### config.mk
export PLATFORM = sky130hd
export DESIGN_NAME = hedios_slot_monitor
export DESIGN_NICKNAME = d
export VERILOG_FILES = /design/src/rtl/hedios_monitor_pkg.sv /design/src/rtl/hedios_edge_sync.sv /design/src/rtl/hedios_slot_monitor.sv
export SDC_FILE = /design/constraint.sdc
export NUM_CORES = 1
export LEC_CHECK = 0
export CORE_MARGIN = 2
export CORE_UTILIZATION = 34
export CTS_CLUSTER_DIAMETER = 100
export DETAILED_ROUTE_END_ITERATION = 8
export REMOVE_ABC_BUFFERS = 1
export SLEW_MARGIN = 20
export SYNTH_ARGS = -nofsm -noshare
export SYNTH_HDL_FRONTEND = slang
export SYNTH_SLANG_ARGS = --single-unit
### constraint.sdc
create_clock -name clk -period 2.6 [get_ports clk]
set_clock_uncertainty 0.2 [all_clocks]
set_input_delay 0.39 -clock clk [delete_from_list [all_inputs] [get_ports clk]]
set_output_delay 0.39 -clock clk [all_outputs]
set_load 0.1 [all_outputs]
### src/rtl/hedios_monitor_pkg.sv
// Shared widths and constants for the hedios slot monitor.
// Latency: n/a. Backpressure: n/a.
package hedios_monitor_pkg;

  localparam int SLOT_W    = 32;
  localparam int TS_W      = 32;
  localparam int SNAPCNT_W = 16;

  // Bit of action_argument that requests a live-counter clear after a snapshot
  localparam int ARG_CLEAR_AFTER_SNAP = 0;

  localparam logic [SLOT_W-1:0] CNT_MAX = '1;

endpackage

### src/rtl/hedios_edge_sync.sv
// Synchronizes one asynchronous event line and emits a one-cycle pulse per rising edge.
// Latency: a level first sampled at edge t pulses during the cycle before edge t+SYNC_STAGES.
// Backpressure: none; pulses closer than two clocks apart may merge.
module hedios_edge_sync #(
  parameter int SYNC_STAGES = 2
) (
  input  logic clk,
  input  logic rst,
  input  logic async_in,
  output logic rise_pulse
);

  logic [SYNC_STAGES-1:0] sync_q;
  logic                   prev_q;

  always_ff @(posedge clk) begin
    if (!rst) begin
      sync_q <= '0;
      prev_q <= 1'b0;
    end else begin
      sync_q <= {sync_q[SYNC_STAGES-2:0], async_in};
      prev_q <= sync_q[SYNC_STAGES-1];
    end
  end

  assign rise_pulse = sync_q[SYNC_STAGES-1] & ~prev_q;

endmodule

### src/rtl/hedios_slot_monitor.sv
// Per-channel event counters with snapshot publication to hedios_slots plus timestamp.
// Latency: snapshot/clear take effect at the edge after the pulse; counts land SYNC_STAGES edges after capture.
// Backpressure: none; snapshot and clear may be pulsed every cycle.
module hedios_slot_monitor
  import hedios_monitor_pkg::*;
#(
  parameter int SLOT_COUNT  = 4,
  parameter int SYNC_STAGES = 2,
  parameter int SATURATE    = 1
) (
  input  logic                                clk,
  input  logic                                rst,
  input  logic [SLOT_COUNT-1:0]               event_in,
  input  logic                                snapshot,
  input  logic                                clear,
  input  logic [31:0]                         action_argument,
  input  logic                                enable,
  output logic [SLOT_COUNT-1:0][SLOT_W-1:0]   hedios_slots,
  output logic [TS_W-1:0]                     snapshot_time,
  output logic [SNAPCNT_W-1:0]                snapshot_count,
  output logic [SLOT_COUNT-1:0]               overflow
);

  logic [SLOT_COUNT-1:0]             rise;
  logic [SLOT_COUNT-1:0]             cnt_en;
  logic [SLOT_COUNT-1:0][SLOT_W-1:0] live;
  logic [TS_W-1:0]                   cycle_cnt;
  logic                              clr_live;
  logic                              unused_arg;

  for (genvar i = 0; i < SLOT_COUNT; i++) begin : g_sync
    hedios_edge_sync #(
      .SYNC_STAGES(SYNC_STAGES)
    ) u_sync (
      .clk       (clk),
      .rst       (rst),
      .async_in  (event_in[i]),
      .rise_pulse(rise[i])
    );
  end

  // Rises seen while disabled are dropped, never deferred
  assign cnt_en     = rise & {SLOT_COUNT{enable}};
  assign clr_live   = clear | (snapshot & action_argument[ARG_CLEAR_AFTER_SNAP]);
  assign unused_arg = ^action_argument[31:1];

  always_ff @(posedge clk) begin
    if (!rst) begin
      live           <= '0;
      hedios_slots   <= '0;
      snapshot_time  <= '0;
      snapshot_count <= '0;
      overflow       <= '0;
      cycle_cnt      <= '0;
    end else begin
      cycle_cnt <= cycle_cnt + 1'b1;
      if (snapshot) begin
        hedios_slots   <= live;
        snapshot_time  <= cycle_cnt;
        snapshot_count <= snapshot_count + 1'b1;
      end
      for (int i = 0; i < SLOT_COUNT; i++) begin
        if (clr_live) begin
          live[i] <= {{(SLOT_W-1){1'b0}}, cnt_en[i]};
        end else if (cnt_en[i]) begin
          if (live[i] == CNT_MAX) begin
            live[i]     <= (SATURATE != 0) ? CNT_MAX : '0;
            overflow[i] <= 1'b1;
          end else begin
            live[i] <= live[i] + 1'b1;
          end
        end
      end
      // Clear wins over any overflow raised at the same edge
      if (clear) overflow <= '0;
    end
  end

endmodule
### Word-level counts from Yosys, hierarchy flattened

Cells that the tools add are included.
W data, S select, Z words.

| operators by class | value |
|---|---|
| add/sub/neg operators | 6 |
| equality and inequality tests | 4 |
| muxes and demuxes | 12 |
| bitwise logic cells | 13 |
| reductions and logical operators | 10 |

Operators with widths:

| cell | number |
|---|---|
| $add A32 B1 Y32 const B | 5 |
| $eq A32 B32 Y1 const B | 4 |
| $mux W32 | 4 |
| $add A16 B1 Y16 const B | 1 |
| $reduce_and A3 Y1 | 4 |
| $mux W1 | 8 |
| $reduce_bool A2 Y1 | 4 |
| $not A1 Y1 | 6 |
| $and A1 B1 Y1 | 5 |
| $and A4 B4 Y4 | 1 |
| $reduce_or A2 Y1 | 2 |
| $or A1 B1 Y1 | 1 |

| storage, ports and cells | value |
|---|---|
| register bits | 352 |
| bits of input ports | 41 |
| output and inout port bits | 180 |
| word-level logic and storage cells | 72 |

### Longest topological paths before layout

Gate-level depths: netlist of run 1.

| logic depth | value |
|---|---|
| depth after elaboration | 5 |
| depth in mapped cells | 8 |
| gate-level depth less buffers | 6 |

### Cells and area by module

A second synthesis of run 1 with hierarchy kept.

| second synthesis, totals | value |
|---|---|
| cell total of the unflattened synthesis | 1504 |
| area, all modules | 14436.3 um^2 |

Modules (own cells, without submodules):

| module | times used | cells each | area an instance (um^2) | sequential area each (um^2) |
|---|---|---|---|---|
| hedios_slot_monitor | 1 | 1476 | 14066.0 | 6806.5 |
| hedios_edge_sync | 4 | 7 | 92.6 | 60.1 |

### Worst setup path before layout of run 1

No wires, ideal clock.

| path | value |
|---|---|
| path kind | flip-flop to flip-flop |
| start point | register snapshot_count[0] |
| end point | register snapshot_count[15] |
| library setup time | 70 ps |
| data arrival time | 2193 ps |
| required time | 2330 ps |
| slack | 137 ps |
| stages on the path, launching flop included | 6 |
| path buffers | 1 |
| clock period less this slack | 2463 ps |
| cell sequence | dfxtp_1 > and4_1 > clkbuf_1 > nand4_1 > or3_1 > a21oi_1 |

| on the way | value |
|---|---|
| word-level cells in the longest chain between the ends | 1 |

Ends and longest elaborated chain:

| item | RTL line | source |
|---|---|---|
| start: declaration | hedios_slot_monitor.sv:20 | `output logic [SNAPCNT_W-1:0] snapshot_count,` |
| start signal: assignment | hedios_slot_monitor.sv:60 | `snapshot_count <= snapshot_count + 1'b1;` |
| $add A16 B1 Y16 | hedios_slot_monitor.sv:60 |  |

No other way between the ends.
A chain may end at the register's enable or synchronous reset.

### Worst setup path in the final report of run 1

| path | value |
|---|---|
| start point | register cycle_cnt[11] |
| end point | register cycle_cnt[31] |

| on the way | value |
|---|---|
| word-level cells in the longest chain between the ends | 1 |

Ends and longest elaborated chain:

| item | RTL line | source |
|---|---|---|
| start: declaration | hedios_slot_monitor.sv:27 | `logic [TS_W-1:0] cycle_cnt;` |
| start signal: assignment | hedios_slot_monitor.sv:56 | `cycle_cnt <= cycle_cnt + 1'b1;` |
| $add A32 B1 Y32 | hedios_slot_monitor.sv:56 |  |

No other way between the ends.

==> out/metrics.yaml, run 1 <==
peakVddDrop_mv: 0.3601
h-tree-depth: 2
cts_tree: "yes"
max_stage_delay_ns: 0.52
postRouteWirelength_mm: 34.79
cap_violations: 0
grt_overflow_total: 0
synthFlopType: "dfxtp_1"
vias: 11230
switching_share_pct: 21.53
timing.fmax_ghz: 0.4151
end_kind: "flip-flop"
min_period_over_period_pct: 92.65
rsz0062_at_grt: "false"
critPathSlowestCell: "or4_4"
place.gp.congestion: 0.8102
fin_crit_ns: 2.409
cts_buffers: 40
place_area_mm2: 0.01645
ios: 221
coreArea_mm2: 0.04102
p_sw_mw: 2.495
setup-tns-final_ns: 0
postCtsSetupRepairBufs: 0
vias_per_cell: 4.922
placementRows: 74
powerDensity_mw_per_mm2: 650.5
holdPathStages: 3
port_buffers: 189
die_w_um: 208.3
synth_area_mm2: 0.01419
drcViolationCount: 0
drt-initial-drc-count: 466
crit_arrival_ns: 2.68
grt_max_degree: 137
grt_pass1_wl_mm: 57.17
max_slew_margin_pct: 45.39
cts_sinks: 352
start_util_pct: 34.61
fillers: 4031
p_clk_share_pct: 50.2
antenna_left: 0
cp_cell_sequence: "nand4_4, or4_4, or3_1, or4_1, a21oi_1"
syn_inst: 1520
final_cell_area_mm2: 0.01782
status: "completed"
layout_commonest_cell: "dfxtp_1"
synth_warnings: 0
final_hold_viol_count: 0
path_max_fanout: 7
pwr-share-comb_pct: 3.0
worst_setup_path_start_kind: "flip-flop"
dr.pass1.iters: 5
die_h_um: 208.3
p_seq_share_pct: 46.8
cts_max_path_buffers: 3
cts_root_buf: "clkbuf_16"
hp-class: "input pin to flip-flop"
slew_viol_final: 0
nNetsFinal: 1766
synth_cell_types: 48
avgSynthCellArea_um2: 9.339
area_delta_synth_final_pct: 25.53
grt_pass1_vias: 10600
worstSkewPairLatency_ns: 0.55
synth-seq-cells: 352
path_clk_slew_ns: 0.06
hold_buffers: 0
tightest_slew_ns: 0.8191
synthArstFlopShare_pct: 0
grt_antenna_before_repair: 4
routedWlPerCell_um: 15.25
drive_above_1_share_pct: 17.68
track_usage_pct: 15.91
hpwl_mm: 23.79
path_class: "flip-flop to flip-flop"
most-common-layout-cells: "dfxtp_1 (352), nor2_1 (243), buf_4 (229)"
die_area_mm2: 0.04340
finalSetupViolations: 0
cp.required_ns: 2.87
post_cts_resized: 0
synth_edf_count: 0
p_int_mw: 9.096
finalPower_mw: 11.59
ys_seq_area_share_pct: 49.64
rr_worst_depth: 5
p_leak_nw: 6.973
registers in the layout, summed over array words and instances (netlist names):
name / flops
hedios_slots: 128
g_sync.u_sync.sync_q: 8
overflow: 4
g_sync.u_sync.prev_q: 4
snapshot_time: 32
snapshot_count: 16
cycle_cnt: 32
live: 128
worst max-delay path: cells and delay by family (launching register included):
family             cells  cell delay (ns)
AOI/OAI and AO/OA      1             0.15
DFF                    1             0.47
and+or+nand+nor        4             1.51
power by group through the flow:
| stage | Combinational, mW | Clock (mW) | Sequential [mW] |
|---|---|---|---|
| 6_report | 0.346 | 5.82 | 5.43 |
| 2_1_floorplan | 0.128 | 0 | 5.59 |
| 5_1_grt | 0.373 | 6.23 | 5.43 |
| 4_1_cts | 0.354 | 6.01 | 5.43 |
| 3_5_place_dp | 0.353 | 0 | 5.55 |
| 3_3_place_gp | 0.351 | 0 | 5.55 |
kinds of logic after synthesis:
group	Yosys count	share of synthesized area [%]
simple gates	584	20.40
flops	352	49.64
compound gates	175	6.893
mux	164	11.56
xor+xnor	128	7.898
buf+inv	111	3.076
fa+ha+maj	6	0.5289
metal layers:
metal | vias to the layer above | routed length (µm) | GRT usage, %
li1 | 5712 | - | -
met4 | 6 | 649 | 4.788
met5 | - | 39 | 0
met3 | 52 | 1736 | 3.487
met1 | 5264 | 16220 | 20.98
met2 | 192 | 16140 | 26.01
path summary, 6_finish.rpt:
| path | from | endpoint | slack [ns] |
|---|---|---|---|
| max | cycle_cnt[11]$_SDFF_PN0_ | cycle_cnt[31]$_SDFF_PN0_ | 0.19 |
| min | snapshot | hedios_slots[64]$_SDFFE_PN0P_ | 0.03 |
| max reg2reg | cycle_cnt[11]$_SDFF_PN0_ | cycle_cnt[31]$_SDFF_PN0_ | 0.19 |
| min reg2reg | g_sync[2].u_sync.sync_q[0]$_SDFF_PN0_ | g_sync[2].u_sync.sync_q[1]$_SDFF_PN0_ | 0.24 |
cell usage after synthesis, types with 3 or more instances:
cell	number	share of area, %
nor4_1	30	1.3
or4_1	6	0.32
o21ai_0	41	1.4
buf_2	4	0.14
and4_1	24	1.5
a211oi_1	8	0.42
and2_1	24	1.1
clkbuf_1	63	1.7
nand3b_1	4	0.21
xor2_1	53	3.3
or3_1	10	0.44
nor3_1	50	1.8
inv_1	25	0.66
nand3_1	49	1.7
dfxtp_1	352	50
a21oi_1	96	3.4
mux2i_1	164	12
nand2_1	60	1.6
and3b_1	4	0.25
o21a_1	3	0.16
nor2_1	243	6.4
a31oi_1	11	0.48
nand4_1	51	2.2
ha_1	6	0.53
buf_1	17	0.45
a311oi_1	3	0.19
o31ai_1	3	0.16
and3_1	16	0.71
xnor2_1	75	4.6
layout make-up:
class                   count  area [µm²]  area share [%]
inverters                  25       98.84          0.5547
well taps                 532       665.6           3.736
flip-flops and latches    352        7047           39.55
repair buffers            243        1914           10.74
clock inverters            14       180.2           1.011
clock buffers              57        1186           6.657
diodes                      1       2.502         0.01404
multi-input cells        1057        6724           37.74
per-stage QoR:
stage | worst slack, ns | hold WS (ns) | utilization, % | cells
6_report | 0.1911 | 0.02805 | 43.44 | 2281
3_3_place_gp | -0.1565 | 0.2203 | 40.10 | 2209
2_1_floorplan | -3.788 | 0.2118 | - | 1434
5_1_grt | 0.03908 | 0.01858 | 43.44 | 2280
3_5_place_dp | -0.1699 | 0.2230 | 40.10 | 2209
4_1_cts | 0.1825 | 0.001549 | 43.44 | 2280
Note: power is estimated with default switching activity, not from simulation.
==> inputs of run 2 (changes only) <==
Settings changed: CAP_MARGIN set to 10, SYNTH_HIERARCHICAL set to 1.
==> run 2 against run 1 <==
- critical endpoint is now live[72]$_SDFFE_PP0N_
- routed wire length decreased by 1.5%
- critical path depth unchanged
- register-to-register slack improved by 0.13 ns
- synthesized area increased by 1.7%
- sequential cell count unchanged
- total power increased by 2.2%
- clock power increased by 4.3%
- sequential power about the same
- sequential share of layout area decreased by 0.61 points
- die area increased by 1.7%
- fmax increased by 5.7%
- non-clock buffer count decreased by 7
==> out/metrics.yaml, run 2 <==
max_slew_margin_pct: 51.93
drt-initial-drc-count: 477
postRouteWirelength_mm: 34.25
finish.utilization_pct: 43.14
area_delta_synth_final_pct: 25.36
synth_warnings: 6
dr.pass1.iters: 5
use_met3_pct: 3.889
vias_per_cell: 4.907
finalPower_mw: 11.85
cts_max_path_buffers: 3
place.gp.congestion: 0.8140
rr_worst_depth: 5
max_stage_delay_ns: 0.47
post_cts_resized: 0
synth-seq-cells: 352
timing.fmax_ghz: 0.4390
r2r_slack_ns: 0.32
cp_cell_sequence: "nand4_2, or2_4, nor4_4, nand2_4, a21oi_1"
end_kind: "flip-flop"
port_buffers: 189
fillers: 4092
r2r-start: "live[73]$_SDFFE_PP0N_"
layout_commonest_cell: "dfxtp_1"
yosys.area.top_type: "dfxtp_1"
crit_arrival_ns: 2.56
ys_top_cells_by_count: "dfxtp_1 (352), nor2_1 (238), mux2i_1 (166), a21oi_1 (108), xnor2_1 (73)"
grt_max_degree: 83
grt_antenna_before_repair: 0
antenna_left: 0
die_h_um: 210.1
tightest_slew_ns: 0.7210
ys_seq_area_share_pct: 48.81
hold_buffers: 0
slew_viol_final: 0
synthFlopType: "dfxtp_1"
fin_crit_ns: 2.278
drcViolationCount: 0
final-seq-area_mm2: 0.007047
critPathSlowestCell: "nor4_4"
routedWlPerCell_um: 15.10
track_usage_pct: 15.41
use_met2_pct: 25.02
powerDensity_mw_per_mm2: 654.7
status: "completed"
worstSkewPairLatency_ns: 0.56
synthArstFlopShare_pct: 0
drive_above_1_share_pct: 20.13
die_w_um: 210.1
postCtsSetupRepairBufs: 0
coreArea_mm2: 0.04195
r2r_end: "live[72]$_SDFFE_PP0N_"
rsz0062_at_grt: "false"
vias: 11130
ios: 221
cts_tree: "yes"
cap_violations: 0
nNetsFinal: 1746
worst_setup_path_start_kind: "flip-flop"
use_met1_pct: 20.04
fin_ws_ns: 0.3219
path_clk_slew_ns: 0.06
syn_inst: 1504
antenna_cells: 0
cts_root_buf: "clkbuf_16"
cts_sinks: 352
crit_buf_inv: 0
yosysMostFrequentCell: "dfxtp_1"
grt_overflow_total: 0
finalSetupViolations: 0
cp.required_ns: 2.88
grt_pass1_wl_mm: 55.95
cts_buffers: 41
pre_cts_ws_ns: -0.002378
timing.hold.ws_ns: 0.06626
start_util_pct: 34.42
multiInputGateArea_mm2: 0.006959
peakVddDrop_mv: 0.4555
synth_cell_types: 55
most-common-layout-cells: "dfxtp_1 (352), nor2_1 (238), buf_4 (217)"
yosys-top-cells-area: "dfxtp_1 (49%), mux2i_1 (12%), nor2_1 (6.2%), xnor2_1 (4.4%), xor2_1 (3.9%)"
hold_start: "snapshot"
synth_area_mm2: 0.01444
die_area_mm2: 0.04412
critical-path-top-delay-family: "simple AND/OR/NAND/NOR gates"
hold_end: "hedios_slots[42]$_SDFFE_PN0P_"
p_leak_nw: 7.107
synth_top_area_share_pct: 48.81
holdPathStages: 3
hpwl_mm: 23.21
path_max_fanout: 28
busiest_layer: "met2"
min_period_over_period_pct: 87.62
h-tree-depth: 2
synth_edf_count: 0
hp-class: "input pin to flip-flop"
setup-tns-final_ns: 0
path_class: "flip-flop to flip-flop"
avgSynthCellArea_um2: 9.599
placementRows: 75
final_hold_viol_count: 0
grt_pass1_vias: 10740
top_regs: "hedios_slots: 128 flops, live: 128 flops"
run 2: routing by layer:
metal	up-vias	share of wire (%)
met4	0	2.1
met3	54	5.3
met1	5236	47
li1	5643	-
met5	-	0
met2	197	46
run 2: where the power goes:
part           switching, mW  internal, mW  total [mW]  leakage, nW
Clock                   2.32          3.75        6.07        0.707
Combinational          0.233         0.121       0.354         3.56
Sequential            0.0156          5.41        5.43         2.84
run 2: worst max-delay path by stage:
stage,depth (start not counted),endpoint,slack [ns],from
after floorplan,4,live[28]$_SDFFE_PP0N_,-0.96,action_argument[0]
after global placement,8,live[24]$_SDFFE_PP0N_,-0.01,enable
after detailed placement,8,live[24]$_SDFFE_PP0N_,-0.002,enable
after CTS,5,live[72]$_SDFFE_PP0N_,0.29,live[73]$_SDFFE_PP0N_
after global routing,5,live[71]$_SDFFE_PP0N_,0.17,live[73]$_SDFFE_PP0N_
final,5,live[72]$_SDFFE_PP0N_,0.32,live[73]$_SDFFE_PP0N_
run 2: cell type report:
cell class,count,share of cell area (%)
Multi-Input combinational cell,1054,38.45
Timing Repair Buffer,236,10.63
Tap cell,539,3.726
Clock buffer,50,6.132
Clock inverter,23,1.798
Sequential cell,352,38.94
Inverter,14,0.3180
run 2: cell families (layout without fill, tap and decap cells):
logic type               count (synthesis)  after routing  synth area share [%]
adder cells (fa/ha/maj)                  6              6                0.5200
flip-flops                             352            352                 48.81
buffers and inverters                   98            323                 3.059
AO/OA/AOI/OAI                          153            153                 6.032
AND/OR/NAND/NOR                        591            591                 21.69
multiplexers                           166            166                 11.51
XOR/XNOR                               138            138                 8.372
run 2: tightest hold or removal path: stages:
cell and delay (ns):
buf_8 0.17, mux2i_1 0.14, nor2_1 0.07
run 2: per-stage QoR:
step | area (µm²) | std cells
floorplan | 14050 | 1420
global placement | 16660 | 2195
detailed placement | 16660 | 2195
CTS | 18100 | 2268
global route | 18100 | 2268
finish | 18100 | 2268
==> inputs of run 3 (changes only) <==
Settings changed: CTS_CLUSTER_SIZE set to 14.
==> run 3 against run 2 <==
- worst hold slack got worse by 0.013 ns
- sequential share of layout area increased by 1.6 points
- die area unchanged
- total power decreased by 19%
- critical path depth unchanged
- via count decreased by 0.58%
- register-to-register slack improved by 0.03 ns
- critical endpoint is now live[94]$_SDFFE_PP0N_
- utilization decreased by 1.7 points
- sequential power about the same
- cell area decreased by 3.8%
- sequential cell count unchanged
- clock power decreased by 36%
==> out/metrics.yaml, run 3 (synthesized netlist as in run 2, its figures left out) <==
timing.fmax_ghz: 0.4447
grt_pass1_vias: 10620
timing.hold.ws_ns: 0.05341
routedWlPerCell_um: 15.26
p_seq_share_pct: 56.2
dr.pass1.iters: 5
ios: 221
cp.required_ns: 2.89
coreArea_mm2: 0.04195
p_sw_mw: 2.152
cts_sinks: 352
setup-tns-final_ns: 0
worstSkewPairLatency_ns: 0.56
h-tree-depth: 1
path_clk_slew_ns: 0.07
powerDensity_mw_per_mm2: 554.2
hpwl_mm: 23.21
drt-initial-drc-count: 443
worst_setup_path_start_kind: "flip-flop"
slew_viol_final: 0
area_delta_synth_final_pct: 20.56
vias: 11070
grt_pass1_wl_mm: 55.54
pwr-share-comb_pct: 3.7
switching_share_pct: 22.31
cts_buffers: 29
path_class: "flip-flop to flip-flop"
grt_overflow_total: 0
crit_start: "live[73]$_SDFFE_PP0N_"
min_period_over_period_pct: 86.50
place.gp.congestion: 0.8140
rsz0062_at_grt: "false"
fillers: 4153
layout_commonest_cell: "dfxtp_1"
p_int_mw: 7.493
fin_ws_ns: 0.3511
pre_cts_ws_ns: -0.002378
port_buffers: 189
grt_antenna_before_repair: 0
max_slew_margin_pct: 51.92
most-common-layout-cells: "dfxtp_1 (352), nor2_1 (238), buf_4 (217)"
top_regs: "hedios_slots: 128 flops, live: 128 flops"
finalSetupViolations: 0
cts_root_buf: "clkbuf_16"
rr_worst_depth: 5
hold_start: "snapshot"
drive_above_1_share_pct: 18.33
postRouteWirelength_mm: 33.95
hold_buffers: 0
antenna_cells: 0
holdPathStages: 3
hp-class: "input pin to flip-flop"
path_max_fanout: 28
p_leak_nw: 6.765
final_cell_area_mm2: 0.01740
nNetsFinal: 1734
fin_crit_ns: 2.249
post_cts_resized: 0
peakVddDrop_mv: 0.5127
crit_arrival_ns: 2.54
cts_max_path_buffers: 3
end_kind: "flip-flop"
antenna_left: 0
grt_max_degree: 83
die_w_um: 210.1
vias_per_cell: 4.973
start_util_pct: 34.42
drcViolationCount: 0
status: "completed"
postCtsSetupRepairBufs: 0
finish.utilization_pct: 41.49
tightest_slew_ns: 0.7212
cts_tree: "yes"
p_clk_share_pct: 40.1
place_area_mm2: 0.01666
final_hold_viol_count: 0
placementRows: 75
r2r-start: "live[73]$_SDFFE_PP0N_"
cap_violations: 0
track_usage_pct: 15.14
die_h_um: 210.1
die_area_mm2: 0.04412
==> run 3: final timing paths <==
| path | endpoint | slack (ns) |
|---|---|---|
| worst max register to register | live[94]$_SDFFE_PP0N_ | 0.35 |
| worst max-delay path | live[94]$_SDFFE_PP0N_ | 0.35 |
| worst min-delay path | hedios_slots[42]$_SDFFE_PN0P_ | 0.05 |
| worst min register to register | g_sync[2].u_sync/sync_q[1]$_SDFF_PN0_ | 0.23 |
==> run 3: stage by stage <==
stage	total power, mW	cells
6_report	9.645	2225
2_1_floorplan	5.718	1420
3_3_place_gp	5.904	2195
3_5_place_dp	5.907	2195
4_1_cts	9.833	2225
5_1_grt	10.06	2225
==> run 3: area by class of cell <==
class                           instances  area [µm²]  share of cell area [%]
Tap cell                              539       674.4                   3.875
Sequential cell                       352        7047                   40.49
Clock buffer                           29       725.7                   4.170
Timing Repair Buffer                  236        1924                   11.06
Clock inverter                          1       16.27                 0.09346
Inverter                               14       57.56                  0.3307
Multi-Input combinational cell       1054        6959                   39.99
==> run 3: metal layers <==
layer  vias up  track usage (%)  routed length [µm]
met4         0            3.717                 632
li1       5596                -                   -
met3        44            3.337                1884
met1      5225            20.11               15760
met2       201            25.04               15670
met5         -                0                   0
==> run 3: power by group through the flow <==
stage                     Combinational, mW  Clock [mW]  Sequential, mW
after detailed placement              0.360           0            5.55
after global routing                  0.379        4.25            5.42
final                                 0.354        3.87            5.42
after CTS                             0.361        4.05            5.42
after floorplan                       0.129           0            5.59
after global placement                0.357           0            5.55
==> run 3: worst max-delay path: stages (launching register included) <==
cell	delay, ns
dfxtp_1	0.46
nand4_2	0.17
or2_4	0.35
nor4_4	0.47
nand2_4	0.30
a21oi_1	0.22
